$ cat src/rtl/serializer_arbiter.sv
// serializer_arbiter: round-robin scheduler sharing one serializer among CH requesters.
// A granted word is launched with a one-cycle strobe, then the arbiter waits out the
// serializer's busy window before arbitrating again. Out-of-range bit counts are dropped.
module serializer_arbiter #(
   parameter int WIDTH = 16,
   parameter int CH    = 4
) (
   input  logic                                clk_i,
   input  logic                                srst_i,
   input  logic [CH-1:0][WIDTH-1:0]            req_data_i,
   input  logic [CH-1:0][$clog2(WIDTH):0]      req_mod_i,
   input  logic [CH-1:0]                       req_val_i,
   output logic [CH-1:0]                       req_ready_o,
   output logic [WIDTH-1:0]                    ser_data_o,
   output logic [$clog2(WIDTH):0]              ser_mod_o,
   output logic                                ser_val_o,
   input  logic                                ser_busy_i,
   output logic [$clog2(CH)-1:0]               grant_id_o,
   output logic                                busy_o,
   output logic                                drop_o
);

   localparam int MOD_W   = $clog2(WIDTH) + 1;
   localparam int ID_W    = $clog2(CH);
   localparam int MIN_MOD = 4;

   typedef enum logic [1:0] {
      S_IDLE      = 2'd0,
      S_LAUNCH    = 2'd1,
      S_GUARD     = 2'd2,
      S_WAIT_DONE = 2'd3
   } state_t;

   state_t              state_q;
   state_t              state_d;
   logic [ID_W-1:0]     rr_ptr_q;
   logic                guard_cnt_q;
   logic [WIDTH-1:0]    data_q;
   logic [MOD_W-1:0]    mod_q;
   logic [ID_W-1:0]     grant_q;
   logic                drop_q;

   logic                win_found;
   logic [ID_W-1:0]     win_idx;
   logic [MOD_W-1:0]    win_mod;
   logic                mod_ok;
   logic                accept;

   // Channel index ptr+off folded back into 0..CH-1 (off is always below CH).
   function automatic logic [ID_W-1:0] wrap_add(input logic [ID_W-1:0] ptr, input int off);
      int s;
      s = int'(ptr) + off;
      if (s >= CH) s = s - CH;
      return ID_W'(s);
   endfunction

   // A bit count is serviceable only inside MIN_MOD..WIDTH.
   function automatic logic mod_valid(input logic [MOD_W-1:0] m);
      return (m >= MOD_W'(MIN_MOD)) && (m <= MOD_W'(WIDTH));
   endfunction

   // Round-robin search: first valid channel starting at the pointer, wrapping.
   always_comb begin
      win_found = 1'b0;
      win_idx   = '0;
      for (int i = 0; i < CH; i++) begin
         if (!win_found && req_val_i[wrap_add(rr_ptr_q, i)]) begin
            win_found = 1'b1;
            win_idx   = wrap_add(rr_ptr_q, i);
         end
      end
   end

   // Handshake fires only in IDLE with the serializer quiet; reset suppresses it.
   always_comb begin
      win_mod = req_mod_i[win_idx];
      mod_ok  = mod_valid(win_mod);
      accept  = (state_q == S_IDLE) && !ser_busy_i && win_found && !srst_i;
   end

   // FSM state register and guard counter.
   always_ff @(posedge clk_i) begin
      if (srst_i) begin
         state_q     <= S_IDLE;
         guard_cnt_q <= 1'b0;
      end else begin
         state_q     <= state_d;
         guard_cnt_q <= (state_q == S_GUARD) ? ~guard_cnt_q : 1'b0;
      end
   end

   // FSM next-state logic.
   always_comb begin
      state_d = state_q;
      unique case (state_q)
         S_IDLE: begin
            if (accept && mod_ok) state_d = S_LAUNCH;
         end
         S_LAUNCH: begin
            state_d = S_GUARD;
         end
         S_GUARD: begin
            // Busy from the serializer lags the strobe by two cycles; ignore it here.
            if (guard_cnt_q) state_d = S_WAIT_DONE;
         end
         S_WAIT_DONE: begin
            if (!ser_busy_i) state_d = S_IDLE;
         end
         default: state_d = S_IDLE;
      endcase
   end

   // FSM outputs: one-hot ready for the winner, launch strobe, busy flag.
   always_comb begin
      req_ready_o = '0;
      if (accept) req_ready_o[win_idx] = 1'b1;
      ser_val_o = (state_q == S_LAUNCH);
      busy_o    = (state_q != S_IDLE);
   end

   // Latch the accepted request, advance the pointer, flag rejected requests.
   always_ff @(posedge clk_i) begin
      if (srst_i) begin
         rr_ptr_q <= '0;
         data_q   <= '0;
         mod_q    <= '0;
         grant_q  <= '0;
         drop_q   <= 1'b0;
      end else begin
         drop_q <= accept && !mod_ok;
         if (accept) begin
            data_q   <= req_data_i[win_idx];
            mod_q    <= win_mod;
            grant_q  <= win_idx;
            rr_ptr_q <= wrap_add(win_idx, 1);
         end
      end
   end

   assign ser_data_o = data_q;
   assign ser_mod_o  = mod_q;
   assign grant_id_o = grant_q;
   assign drop_o     = drop_q;

endmodule
$ cat config.mk
export PLATFORM = sky130hd
export DESIGN_NAME = serializer_arbiter
export DESIGN_NICKNAME = d
export VERILOG_FILES = /design/src/rtl/serializer_arbiter.sv
export SDC_FILE = /design/constraint.sdc
export NUM_CORES = 1
export LEC_CHECK = 0
export ABC_AREA = 1
export CAP_MARGIN = 15
export CELL_PAD_IN_SITES_DETAIL_PLACEMENT = 1
export CELL_PAD_IN_SITES_GLOBAL_PLACEMENT = 1
export CORE_UTILIZATION = 23
export CTS_BUF_LIST = sky130_fd_sc_hd__clkbuf_4 sky130_fd_sc_hd__clkbuf_8 sky130_fd_sc_hd__clkbuf_16
export CTS_CLUSTER_SIZE = 28
export DETAILED_ROUTE_END_ITERATION = 7
export PLACE_DENSITY_LB_ADDON = 0.08
export SYNTH_ARGS = -nofsm -noshare
export SYNTH_HDL_FRONTEND = slang
export SYNTH_SLANG_ARGS = --single-unit
$ cat constraint.sdc
create_clock -name clk_i -period 2.1 [get_ports clk_i]
set_input_delay 0.315 -clock clk_i [delete_from_list [all_inputs] [get_ports clk_i]]
set_output_delay 0.315 -clock clk_i [all_outputs]
set_load 0.05 [all_outputs]
Word-level counts from Yosys, hierarchy flattened
Index checks and enable logic that the tools add are counted.
{"block": "word_totals", "regBits": 29, "input_bits": 91, "out_inout_bits": 30}
{"block": "classes", "addsub": 9, "n_lt_le_gt_ge": 13, "eq_ne": 6, "muxes": 32, "bitwise_logic": 2, "reduce_logical": 20}
{"operator": "$bmux W16 S2", "count": 1}
{"operator": "$mux W2", "count": 12}
{"operator": "$mux W16", "count": 1}
{"operator": "$lt A2 B3 Y1 const B", "count": 5}
{"operator": "$ge A3 B3 Y1 const B", "count": 4}
{"operator": "$bmux W5 S2", "count": 1}
{"operator": "$logic_and A1 B1 Y1", "count": 10}
{"operator": "$sub A2 B1 Y2 const B", "count": 5}
{"operator": "$mux W1", "count": 9}
{"operator": "$bmux W1 S2", "count": 4}
{"operator": "$pmux W2 S4", "count": 1}
{"operator": "$add A2 B1 Y3 const B", "count": 2}
{"operator": "$add A2 B2 Y3 const B", "count": 2}
{"operator": "$logic_not A1 Y1", "count": 6}
{"operator": "$ge A5 B3 Y1 const B", "count": 1}
{"operator": "$le A5 B5 Y1 const B", "count": 1}
{"operator": "$mux W5", "count": 1}
{"operator": "$eq A2 B2 Y1 const B", "count": 2}
{"operator": "$mux W4", "count": 1}
{"operator": "$ne A2 B2 Y1 const B", "count": 2}
{"operator": "$ge A2 B3 Y1 const B", "count": 1}
{"operator": "$reduce_and A3 Y1", "count": 1}
{"operator": "$demux W1 S2", "count": 1}
{"operator": "$eq A2 B1 Y1 const B", "count": 1}
{"operator": "other kinds (6)", "count": 7}

Longest topological paths before layout
{"block": "depth", "word_depth": 21, "depth_mapped": 20, "depth_no_buf": 20}

Worst setup path after synthesis
Ideal clock, no wire load.
{"block": "synth_timing", "path_type": "register to output", "startpoint": "register rr_ptr_q[0]", "endpoint": "output port req_ready_o[1]", "arrival_ns": 2.360, "slack_ns": -0.575, "path_stages_with_launch": 14, "path_buffers": 2, "cell_sequence": "dfxtp_1 > buf_4 > nand2_2 > nand3_2 > nand2_4 > nor2_8 > nand3_4 > nand2_2 > nand2_4 > inv_2 > clkbuf_1 > ha_1 > inv_1 > nor2_1"}
{"block": "synth_between", "elab_chain_len": 19, "elab_cells_between_ends": 45, "classes_between": "add/sub: 7; order compare: 6; mux: 23; reduce/logical: 9"}
{"element": "start: declaration", "line": "36", "source": "logic [ID_W-1:0] rr_ptr_q;"}
{"element": "start signal: assignment", "line": "135", "source": "rr_ptr_q <= wrap_add(win_idx, 1);"}
{"element": "parallel branches: the longest is 13 deep, another holds $add A2 B1 Y3"}
{"element": "$mux W2 *", "line": "67", "source": "if (!win_found && req_val_i[wrap_add(rr_ptr_q, i)]) begin"}
{"element": "net win_idx[0]", "line": "44", "source": "logic [ID_W-1:0] win_idx;"}
{"element": "$lt A2 B3 Y1 (not written as such) or $ge A2 B1 Y1 (tied branches)", "line": "116", "source": "if (accept) req_ready_o[win_idx] = 1'b1;"}
{"element": "$logic_and A1 B1 Y1 (not written as such)", "line": "116"}
{"element": "$mux W1 (not written as such)", "line": "116"}
{"element": "$demux W1 S2 *", "line": "116"}
{"element": "$mux W4 *", "line": "116"}
{"element": "end: declaration", "line": "13", "source": "output logic [CH-1:0] req_ready_o,"}
Mark *: on every way through the listed nets, which the timed path passes. The select of a mux whose other input is x is not followed.

Worst setup path after layout
{"block": "layout_timing", "startpoint": "register rr_ptr_q[0]", "endpoint": "output port req_ready_o[0]"}
{"block": "layout_between", "elab_chain_len": 19, "elab_cells_between_ends": 45, "classes_between": "add/sub: 7; order compare: 6; mux: 23; reduce/logical: 9"}
{"element": "parallel branches: the longest is 18 deep, another holds $add A2 B1 Y3"}
{"element": "$mux W4 *", "line": "116"}
Mark *: on every way between the ends. The select of a mux whose other input is x is not followed.

==> results_dict.tcl <==
set metrics [dict create \
    grt_pass1_vias 2937 \
    clk_pin_slew_ns 0.07 \
    num_rows 36 \
    p_per_area_nw_per_um2 1320 \
    final_hold_vios 0 \
    arrival_ns 2.06 \
    r2r_setup_slack_ns -0.20 \
    maxClockFrequency_mhz 421 \
    synth_top_area_cell "sky130_fd_sc_hd__dfxtp_1" \
    htreeDepth 2 \
    max_slew.worst_pin.slew_ns 0.569 \
    routed_wirelength_normalized_by_instance_count_um 14.3 \
    finalWorstPathRequiredPeriod_ns 2.38 \
    ant_nets 0 \
    ys_top_cells_by_count "85 x sky130_fd_sc_hd__nor2_1, 56 x sky130_fd_sc_hd__nand2_1, 41 x sky130_fd_sc_hd__o21ai_0" \
    final.fill_count 1187 \
    worst-path-max-fanout 7 \
    multiInputGateArea_um2 1910 \
    totalWireLength_um 9530 \
    gp_routability_congestion 0.844 \
    power.internal_w 0.00308 \
    drt_iter0_markers 40 \
    synthFlopType "sky130_fd_sc_hd__dfxtp_1" \
    finalNetCount 633 \
    startpoint "rr_ptr_q[0]$_SDFFE_PP0P_" \
    synth_largest_type_area_fraction_pct 25.4 \
    clk_latency_ns 0.28 \
    layout-drive-gt1-share_pct 35.4 \
    timing.hold.worst.start "guard_cnt_q$_SDFF_PP0_" \
    grt_pass1_wl_um 14000 \
    power_frac_clock_pct 7.3 \
    rsz0062_at_grt "yes" \
    timing.critical_path.mode_cell "sky130_fd_sc_hd__nand2_2" \
    clock-root-buffer "sky130_fd_sc_hd__clkbuf_8" \
    yosysSeqAreaShare_pct 25.4 \
    synth_cell_types 30 \
    synth_nets 469 \
    die-width_um 102 \
    count_of_max_cap_constraint_violations 0 \
    timing.slew.headroom_pct 61.9 \
    total_leakage_power_nw 2.09 \
    syn_inst 369 \
    area.sequential_um2 588 \
    synth_async_reset_ratio_pct 0 \
    diodes 0 \
    synth_seq_cells 29 \
    ys_warn_count 0 \
    number_of_buffers_and_inverters_on_the_critical_path 4 \
    cp_top_family "simple AND/OR/NAND/NOR gates" \
    globalRouteTotalUtil_pct 17.3 \
    synth_enable_flop_cells 0 \
    total_switching_power_w 0.00318 \
    status "complete, but fails checks" \
    die_h_um 102 \
    cells_along_the_critical_path "buf_6 -> nand2_1 -> nand2_2 -> nand2_2 -> nand2_2 -> nor2_2 -> nor2_2 -> nand2_4 -> nand2_8 -> buf_6 -> ha_4 -> inv_2 -> nor2_4 -> buf_12" \
    post_synth_main_area_contributors "sky130_fd_sc_hd__dfxtp_1 25%, sky130_fd_sc_hd__nor2_1 14%, sky130_fd_sc_hd__nand2_1 9.2%, sky130_fd_sc_hd__o21ai_0 9.0%, sky130_fd_sc_hd__inv_1 6.2%" \
    syn_area_um2 2290 \
    antenna_found_initial 0 \
    areaGrowthSynthToFinish_pct 108 \
    final.setup.worst_slack_ns -0.276 \
    cp-end-kind "primary output" \
    tritoncts.num_buffers 5 \
    avgViaCountPerCell 4.53 \
    portBuffers 120 \
    drc 0 \
    clock_path_buffers 2 \
    grt_max_degree 25 \
    totalNegativeSetupSlack_ns -2.22 \
    fin_crit_sh_pct 113 \
    worst_path_max_delay_cell "sky130_fd_sc_hd__dfxtp_4" \
    dr_total_vias 3021 \
    critical_path.reg2reg.startpoint "rr_ptr_q[0]$_SDFFE_PP0P_" \
    vdd_ir_drop_max_mv 0.505 \
    critical-path-max-stage-delay_ns 0.39 \
    path_class "reg2out" \
    pin_count 121 \
    timing.clock.skew_ns 0.00639 \
    swShare_pct 50.8 \
    timing.hold.worst.class "reg2reg" \
    timing.final.max_slew_violations 0 \
    combinationalPowerShare_pct 80.0 \
    place_hpwl_um 6870 \
    syn_avg_cell_area_um2 6.20 \
    start_util_pct 23.6 \
    drt_pass1_iterations 4 \
    clkSinkCount 29 \
    cts_tree "built" \
    seq_power_share_pct 12.7 \
    timing.critical_path.required_ns 1.78 \
    failed_checks "negative setup slack" \
    setup_viol_count_final 21 \
    fp.dieArea_um2 10300 \
    critPathLaunchType "register" \
    design.core.area_um2 9680 \
    grt_overflow 0 \
    fin_util_pct 49.1 \
    yosysMostFrequentCell "sky130_fd_sc_hd__nor2_1" \
]
## metal layers
layer	track usage [%]	vias to the layer above	wire, um
met5	0	-	0
met4	3.34	0	74
met3	4.49	6	596
met2	30.4	92	4700
met1	21.2	1398	4150
li1	-	1525	-
## worst reg2reg max path: cells and delay by family, from the launching register on
kind          cells  cell delay, ns
buf+inv           2            0.33
simple gates     17            1.49
flops             1            0.39
## layout make-up
class                      count  share of cell area (%)
multi-input combinational    277                    40.1
timing repair buffer         177                    38.1
sequential                    29                    12.4
inverter                      43                    4.13
tap                          133                    3.50
clock buffer                   5                    1.45
clock inverter                 3                   0.368
## power by group through the flow
stage               Combinational (W)  Sequential (W)  Clock, W
floorplan                     0.00204         0.00114         0
global placement              0.00367        0.000789         0
detailed placement            0.00371        0.000790         0
CTS                           0.00403        0.000784  0.000474
global route                  0.00545        0.000811  0.000506
finish                        0.00501        0.000794  0.000457
## stage by stage
stage | total power [W] | instance area [um2] | setup slack [ns] | hold WS (ns) | cells
finish | 0.00626 | 4750 | -0.276 | 0.422 | 667
global placement | 0.00445 | 3910 | -0.399 | 0.405 | 638
floorplan | 0.00319 | 2350 | 0.0104 | 0.397 | 369
detailed placement | 0.00450 | 3910 | -0.478 | 0.415 | 638
CTS | 0.00528 | 4170 | -0.283 | 0.426 | 651
global route | 0.00677 | 4750 | -0.376 | 0.449 | 667
## registers in the layout (all words and copies together), names as in the netlist
signal       cells
drop_o           1
grant_id_o       2
guard_cnt_q      1
rr_ptr_q         2
ser_data_o      16
ser_mod_o        5
state_q          2
## what timing repair did
item                                    4_1_cts  5_1_grt
endpoints found under the setup margin       28       30
setup buffers                                 5       14
resized for setup                            44      133
cloned                                        0        4
pin swaps                                    18       42
hold buffers                                  0        0
## final timing paths
check                            end  depth (start not counted)
min reg2reg   guard_cnt_q$_SDFF_PP0_                          1
min           guard_cnt_q$_SDFF_PP0_                          1
max                   req_ready_o[0]                         14
max reg2reg  state_q[1]$_SDFFE_PP0P_                         19
## layout by cell type (no fill, tap or decap), types with 3 or more instances in the layout
cell type                         count
sky130_fd_sc_hd__buf_4               39
sky130_fd_sc_hd__a211oi_1             3
sky130_fd_sc_hd__inv_1               29
sky130_fd_sc_hd__clkbuf_16            3
sky130_fd_sc_hd__nor2_4               7
sky130_fd_sc_hd__nand3_2             13
sky130_fd_sc_hd__o21ai_0             19
sky130_fd_sc_hd__ha_4                 3
sky130_fd_sc_hd__o32ai_1              4
sky130_fd_sc_hd__nand2_1             26
sky130_fd_sc_hd__o21ai_1             10
sky130_fd_sc_hd__buf_12               7
sky130_fd_sc_hd__nand3_4              4
sky130_fd_sc_hd__nand2_4             18
sky130_fd_sc_hd__o21ai_2             12
sky130_fd_sc_hd__clkdlybuf4s50_1    110
sky130_fd_sc_hd__nand2_2             25
sky130_fd_sc_hd__nor2_1              72
sky130_fd_sc_hd__nand2_8              3
sky130_fd_sc_hd__inv_2                8
sky130_fd_sc_hd__a21oi_2              3
sky130_fd_sc_hd__buf_6               13
sky130_fd_sc_hd__nand3b_1             4
sky130_fd_sc_hd__o22ai_1              6
sky130_fd_sc_hd__a21oi_1              4
sky130_fd_sc_hd__o211ai_1             4
sky130_fd_sc_hd__dlygate4sd2_1        3
sky130_fd_sc_hd__dfxtp_1             27
sky130_fd_sc_hd__ha_1                 5
sky130_fd_sc_hd__nand3_1             11
sky130_fd_sc_hd__clkbuf_8             5
sky130_fd_sc_hd__nor2_2               8
## logic make-up (layout without fill, tap and decap cells)
kind of cell	count (synthesis)	count (layout)	share of synthesized area, %
AND/OR/NAND/NOR	195	195	39.7
flip-flops	29	29	25.4
adder cells (fa/ha/maj)	9	9	4.92
buffers and inverters	63	228	11.4
AO/OA/AOI/OAI	73	73	18.7
No activity file was read; power rests on OpenSTA's default activity.
